$ cat config.mk
export PLATFORM = sky130hd
export DESIGN_NAME = effect_xfade_slot
export DESIGN_NICKNAME = d
export VERILOG_FILES = /design/src/rtl/effect_xfade_slot.sv
export SDC_FILE = /design/constraint.sdc
export NUM_CORES = 1
export LEC_CHECK = 0
export CAP_MARGIN = 25
export CELL_PAD_IN_SITES_DETAIL_PLACEMENT = 1
export CELL_PAD_IN_SITES_GLOBAL_PLACEMENT = 2
export CORE_ASPECT_RATIO = 0.75
export CORE_MARGIN = 4
export CORE_UTILIZATION = 33
export DETAILED_ROUTE_END_ITERATION = 12
export MAX_ROUTING_LAYER = met4
export PLACE_DENSITY = 0.63
export SLEW_MARGIN = 10
export SYNTH_ARGS = -nofsm -noshare
export SYNTH_HDL_FRONTEND = slang
export SYNTH_SLANG_ARGS = --single-unit
$ cat constraint.sdc
create_clock -name clk -period 20.5 [get_ports clk]
set_input_delay 2.05 -clock clk [delete_from_list [all_inputs] [get_ports clk]]
set_output_delay 2.05 -clock clk [all_outputs]
set_load 0.005 [all_outputs]
$ cat src/rtl/effect_xfade_slot.sv
// effect_xfade_slot: click-free bypass/insert slot for one effect stage.
// The dry sample is delayed by the effect's latency so that it lines up with
// the wet sample. On enable changes the output ramps linearly between dry and
// wet over 2^RAMP_BITS samples instead of switching hard.
module effect_xfade_slot #(
    parameter int DATA_WIDTH = 32,
    parameter int LATENCY    = 8,
    parameter int RAMP_BITS  = 6
) (
    input  logic                         clk,
    input  logic                         reset,
    input  logic                         sample_valid,
    input  logic signed [DATA_WIDTH-1:0] dry_in,
    input  logic signed [DATA_WIDTH-1:0] wet_in,
    input  logic                         wet_valid,
    input  logic                         enable,
    output logic signed [DATA_WIDTH-1:0] audio_out,
    output logic                         audio_out_valid,
    output logic                         active,
    output logic                         busy,
    output logic                         align_error
);

    // Mix width: a DATA_WIDTH sample times a gain of up to 2^RAMP_BITS, plus sign and headroom
    localparam int MIX_W = DATA_WIDTH + RAMP_BITS + 2;
    localparam int FULL  = 1 << RAMP_BITS;

    localparam logic [RAMP_BITS:0] G_ZERO = '0;
    localparam logic [RAMP_BITS:0] G_ONE  = (RAMP_BITS+1)'(1);
    localparam logic [RAMP_BITS:0] G_FULL = (RAMP_BITS+1)'(FULL);
    localparam logic [RAMP_BITS:0] G_LAST = (RAMP_BITS+1)'(FULL - 1);

    typedef enum logic [1:0] {
        BYPASS   = 2'd0,
        FADE_IN  = 2'd1,
        WET      = 2'd2,
        FADE_OUT = 2'd3
    } xfade_state_t;

    // Weighted sum of wet and dry, floored back to sample scale by the arithmetic shift.
    // The result is a convex combination, so truncation to DATA_WIDTH never wraps.
    function automatic logic signed [DATA_WIDTH-1:0] xfade_mix(
        input logic signed [DATA_WIDTH-1:0] wet,
        input logic signed [DATA_WIDTH-1:0] dry,
        input logic        [RAMP_BITS:0]    gain
    );
        logic        [RAMP_BITS:0] inv_gain;
        logic signed [MIX_W-1:0]   wet_x;
        logic signed [MIX_W-1:0]   dry_x;
        logic signed [MIX_W-1:0]   g_x;
        logic signed [MIX_W-1:0]   ig_x;
        logic signed [MIX_W-1:0]   sum_x;
        inv_gain = G_FULL - gain;
        wet_x    = {{(RAMP_BITS+2){wet[DATA_WIDTH-1]}}, wet};
        dry_x    = {{(RAMP_BITS+2){dry[DATA_WIDTH-1]}}, dry};
        g_x      = {{(DATA_WIDTH+1){1'b0}}, gain};
        ig_x     = {{(DATA_WIDTH+1){1'b0}}, inv_gain};
        sum_x    = (wet_x * g_x) + (dry_x * ig_x);
        xfade_mix = DATA_WIDTH'(sum_x >>> RAMP_BITS);
    endfunction

    logic signed [DATA_WIDTH-1:0] dry_p0 [0:LATENCY-1];
    logic                         vld_p0 [0:LATENCY-1];
    logic signed [DATA_WIDTH-1:0] dry_d;
    logic                         strobe_d;
    logic [RAMP_BITS:0]           g;
    xfade_state_t                 state;

    // ---- stage p0: dry latency compensation ----
    assign dry_d    = dry_p0[LATENCY-1];
    assign strobe_d = vld_p0[LATENCY-1];

    // Shift dry sample and its strobe down the delay line every clock
    always_ff @(posedge clk or posedge reset) begin
        if (reset) begin
            for (int i = 0; i < LATENCY; i++) begin
                dry_p0[i] <= '0;
                vld_p0[i] <= 1'b0;
            end
        end else begin
            dry_p0[0] <= dry_in;
            vld_p0[0] <= sample_valid;
            for (int i = 1; i < LATENCY; i++) begin
                dry_p0[i] <= dry_p0[i-1];
                vld_p0[i] <= vld_p0[i-1];
            end
        end
    end

    // ---- stage p1: mix and output register ----
    // Mix with the gain as it stands before this strobe's update; hold between strobes
    always_ff @(posedge clk or posedge reset) begin
        if (reset) begin
            audio_out       <= '0;
            audio_out_valid <= 1'b0;
        end else begin
            audio_out_valid <= strobe_d;
            if (strobe_d) begin
                audio_out <= xfade_mix(wet_in, dry_d, g);
            end
        end
    end

    // Sticky flag whenever the effect's strobe disagrees with the delayed dry strobe
    always_ff @(posedge clk or posedge reset) begin
        if (reset) begin
            align_error <= 1'b0;
        end else if (wet_valid != strobe_d) begin
            align_error <= 1'b1;
        end
    end

    // Crossfade state machine; steps the gain one notch per aligned sample
    always_ff @(posedge clk or posedge reset) begin
        if (reset) begin
            state  <= BYPASS;
            g      <= G_ZERO;
            active <= 1'b0;
            busy   <= 1'b0;
        end else if (strobe_d) begin
            case (state)
                BYPASS: begin
                    if (enable) begin
                        g      <= G_ONE;
                        state  <= FADE_IN;
                        active <= 1'b1;
                        busy   <= 1'b1;
                    end
                end
                FADE_IN, FADE_OUT: begin
                    // A reversal mid-fade simply walks g back from where it is
                    if (enable) begin
                        g      <= g + G_ONE;
                        active <= 1'b1;
                        if (g == G_LAST) begin
                            state <= WET;
                            busy  <= 1'b0;
                        end else begin
                            state <= FADE_IN;
                            busy  <= 1'b1;
                        end
                    end else begin
                        g <= g - G_ONE;
                        if (g == G_ONE) begin
                            state  <= BYPASS;
                            active <= 1'b0;
                            busy   <= 1'b0;
                        end else begin
                            state  <= FADE_OUT;
                            active <= 1'b1;
                            busy   <= 1'b1;
                        end
                    end
                end
                WET: begin
                    if (!enable) begin
                        g      <= G_LAST;
                        state  <= FADE_OUT;
                        active <= 1'b1;
                        busy   <= 1'b1;
                    end
                end
                default: begin
                    state  <= BYPASS;
                    g      <= G_ZERO;
                    active <= 1'b0;
                    busy   <= 1'b0;
                end
            endcase
        end
    end

endmodule

---- Yosys cells after proc, flatten, opt, wreduce, memory -nomap -nowiden ----
Index checks and enable logic that the tools add are counted.
word-level totals
  flip-flop bits (word level) ............. 309
  output and inout port bits .............. 36
cells by class
  $add $sub $neg .......................... 4
  multiply operators ...................... 2
  equality and inequality tests ........... 8
  muxes and demuxes ....................... 18
  reduce and logical (&&, ||, !) cells .... 3
operators by type and width
  kind                 number
  $mul 32x8->38        2
  $add 38x38->38       1
  $mux 7               3
  $pmux 7 s3           1
  $mux 2               5
  $add 7x1->7 const B  1
  $eq 7x1->1 const B   1
  $eq 7x6->1 const B   1
  $sub 7x1->7 const B  1
  $sub 7x7->7 const A  1
  $mux 1               6
  $pmux 1 s3           2
  $pmux 2 s3           1
  $eq 2x2->1 const B   2
  $ne 2x2->1 const B   2
  $reduce_and 3->1     1
  $eq 2x1->1 const B   1
  $logic_not 2->1      1
  $reduce_or 2->1      1
  $ne 1x1->1           1

---- Logic depth before layout (Yosys ltp) ----
  depth after elaboration ................. 4
  gate-level depth with buffers ........... 27

---- Worst setup path after synthesis ----
OpenSTA, ideal clock, no wires.
  path kind ............................... input-to-reg
  start ................................... input wet_in[15]
  end ..................................... register audio_out[21]
  arrival ................................. 7.189 ns
  required time ........................... 20.375 ns
  setup slack ............................. 13.187 ns
  stages on the path ...................... 21
  path buffers ............................ 0
  cell sequence ........................... nand2_1 fa_1 inv_1 fa_1 inv_1 fa_1 inv_1 fa_1 fa_1 inv_1 fa_1 inv_1 ha_1 nand4_1 o21bai_1 a211oi_4 nand2_2 a311oi_2 o21bai_1 xor2_1 mux2_2
on the way
  longest elaborated chain between the ends .. 2
RTL lines
  element               RTL line  RTL
  from (decl)           14        input logic signed [DATA_WIDTH-1:0] wet_in,
  $mul 32x8->38         58        sum_x = (wet_x * g_x) + (dry_x * ig_x);
  $add 38x38->38        58
  to (signal assigned)  99        audio_out <= xfade_mix(wet_in, dry_d, g);
  to (decl)             17        output logic signed [DATA_WIDTH-1:0] audio_out,
Every way passes these cells.
A chain may end at the register's enable or synchronous reset.

---- Final worst setup path ----
  start ................................... register g[2]
  end ..................................... register audio_out[21]
on the way
  longest elaborated chain between the ends .. 3
RTL lines
  element                 RTL line  RTL
  from (decl)             66        logic [RAMP_BITS:0] g;
  from (signal assigned)  133       g <= g + G_ONE;
  from (signal assigned)  143       g <= g - G_ONE;
  $sub 7x7->7             53        inv_gain = G_FULL - gain;
  $mul 32x8->38           58
  $add 38x38->38 (*)      58
Mark *: on every way between the ends. The rest lies on a longest branch, timed or not.

==> reports/results.tsv <==
metric	value	unit
status	completed	
worst-skew pair later-pin latency	0.57	ns
routed vias/inst	4.525	
crit path DAT	8.63	ns
final setup fails	0	
RR Startpoint	g[2]$_DFFE_PP0P_	
Clock transition at path regs	0.07	ns
Avg WL per Cell	18.66	um
Antenna Nets Post-Route	0	
Hold Fails Final Rpt	0	
antenna violations before repair	2	
vias	14290	
Critical Path Source Type	flip-flop	
worst slew pin tran	0.9719	ns
post-cts resize count	0	
register area	0.007734	mm2
Synth Instances	2094	
worst rel slew slack	35.21	%
GP Congestion	0.8007	
Max H-tree Level	2	
CTS Sinks	309	
unrepaired setup endpoints after global routing	no	
clock root buffer	clkbuf_16	
DR iter-0 viols	656	
asr flop ratio synth	100.0	%
mapped cell area	0.02314	mm2
Fmax	0.1223	GHz
Synth Flop Type	dfrtp_1	
Hold Crit Class	reg -> reg	
CP Capture Type	flip-flop	
PortBufs	104	
Num CTS Buffers	35	
average size of a mapped cell	11.05	um2
synth unique cells	62	
FF-to-FF path depth	23	
R2R Setup Slk	12.32	ns
total congestion overflow	0	
total negative slack	0	ns
DRC	0	
Critical Path RT	20.95	ns
clock skew	0.04408	ns
layout cells sized above 1	5.811	%
post-layout min period	8.176	ns
sequential share of the synthesized area	33.42	%
critical path startpoint	g[2]$_DFFE_PP0P_	
Post-synth EDFFs	0	
GRT Util Overall	17.19	%
Final Net Count	2773	
Yosys warning total	0	
CTS tree	built	
die area	0.07446	mm2
Post-Route WL	58.90	mm
min-delay src	dry_p0[44]$_DFF_PP0_	
vias in the first global route	16620	
area of the multi-input gates	0.01343	mm2
Slew Limit Fails	0	
core area	0.06896	mm2
crit path kind	reg -> reg	
pin count of the biggest net entering global routing	90	
fillcell total	7609	
row count	83	
#FFs+latches synth	309	
first-pass GRT wire length	96.70	mm
Final period util	39.88	%
Worst Setup EP	audio_out[21]$_DFFE_PP0P_	
placed cells	3091	
Synth Net Count	2672	
hold_buf cts	0	
die width	313.8	um
hold slack	0.3212	ns
Max FO, Critical Path	32	
post-CTS setup buffers	0	
Clock Tree Buf Depth	3	
FF-to-FF End	audio_out[21]$_DFFE_PP0P_	
drt pass-1 iters	5	
Area growth, synth to finish	14.64	%
max-cap violation count	0	
Initial Utilization	33.56	%
Core Util, Final	38.47	%
I/O pins	105	
Die Y	237.3	um
HPWL after DPL	45.07	mm
final cell count without fillers	3157	
-- how the worst min path moves through the flow --
stage,endpoint,slack (ns),cells after the start
after floorplan,dry_d[0]$_DFF_PP0_,0.33,0
after global placement,dry_d[30]$_DFF_PP0_,0.33,0
after detailed placement,dry_d[31]$_DFF_PP0_,0.34,0
after CTS,dry_d[12]$_DFF_PP0_,0.32,0
after global routing,dry_p0[104]$_DFF_PP0_,0.34,0
final,dry_d[12]$_DFF_PP0_,0.32,0
-- through the flow --
step	setup slack [ns]	area [um2]
floorplan	9.906	23140
global placement	11.86	25330
detailed placement	11.80	25330
CTS	12.09	26480
global route	11.91	26520
finish	12.32	26530
-- state kept, by name, indices dropped and copies added (netlist names), named ones only --
signal           count
state                1
strobe_d             1
busy                 1
dry_p0             224
dry_d               32
g                    7
audio_out           32
audio_out_valid      1
active               1
vld_p0               7
align_error          1
-- area by class of cell --
cell class | instances | share of cell area (%)
clock buffer | 46 | 3.722
multi-input combinational | 1241 | 50.63
sequential | 309 | 29.15
clock inverter | 16 | 0.6085
tap | 935 | 4.410
antenna | 2 | 0.01887
timing repair buffer | 124 | 4.580
inverter | 484 | 6.877
-- worst max-delay path, cell delays in order (launching register included) --
cell,delay [ns]
dfrtp_1,0.73
buf_4,0.43
nor3_1,0.48
xnor2_4,0.16
buf_4,0.49
nand2_1,0.17
fa_1,0.54
inv_1,0.06
fa_1,0.49
fa_1,0.57
fa_1,0.45
fa_1,0.49
inv_1,0.05
fa_1,0.51
inv_1,0.05
ha_1,0.34
a21oi_1,0.19
o21ai_0,0.14
a32oi_2,0.52
nand2_2,0.20
a311oi_2,0.44
o21bai_1,0.12
xor2_1,0.15
mux2_2,0.26
-- cells by family after synthesis --
group                    Yosys count  share of synthesized area [%]
buffers and inverters            544                          8.862
AO/OA/AOI/OAI                    106                          3.396
flip-flops                       309                          33.42
XOR/XNOR                          50                          1.893
multiplexers                      21                          1.033
adder cells (fa/ha/maj)          509                          40.08
AND/OR/NAND/NOR                  555                          11.32
-- Yosys cell counts (16+ instances only) --
master | n | area share, %
dfrtp_1 | 309 | 33
mux2_2 | 19 | 0.92
ha_1 | 122 | 6.6
xor2_1 | 16 | 0.61
clkbuf_1 | 50 | 0.81
a21oi_1 | 23 | 0.50
nor2_1 | 22 | 0.36
inv_1 | 483 | 7.8
fa_1 | 387 | 33
nand2_1 | 316 | 5.1
nor2b_1 | 35 | 0.95
and2_1 | 132 | 3.6
xnor2_1 | 34 | 1.3
-- layout by cell type (no fill, tap or decap), types with 3 or more instances in the layout --
cell	count
o21ai_0	13
clkbuf_16	35
clkdlybuf4s50_1	104
dfrtp_1	308
a21o_1	8
a21oi_2	8
a21oi_1	23
nand4_1	7
clkinv_2	5
nor2b_1	35
nand2_1	316
o31ai_1	6
a211o_1	3
nor3_1	11
ha_1	121
and2_1	132
or3_1	3
o21bai_1	5
o22ai_1	4
inv_1	482
nor3b_1	3
a311oi_1	3
buf_4	18
a22oi_1	3
mux2_2	19
fa_1	387
nor2_1	22
o21a_1	6
clkinvlp_4	4
clkbuf_8	7
nand3_1	12
clkbuf_1	4
xnor2_1	30
xor2_1	15
-- layer usage --
layer  GRT usage [%]  vias up  wire, um
met3           2.379       57      2183
met5               -        -         0
met4           3.455        0      1047
li1                -     6347         -
met2           26.89      201     27240
met1           24.16     7682     28430
Power is not shown: default switching activity piles up to over one toggle a cycle in this logic, so the estimate is an artifact.
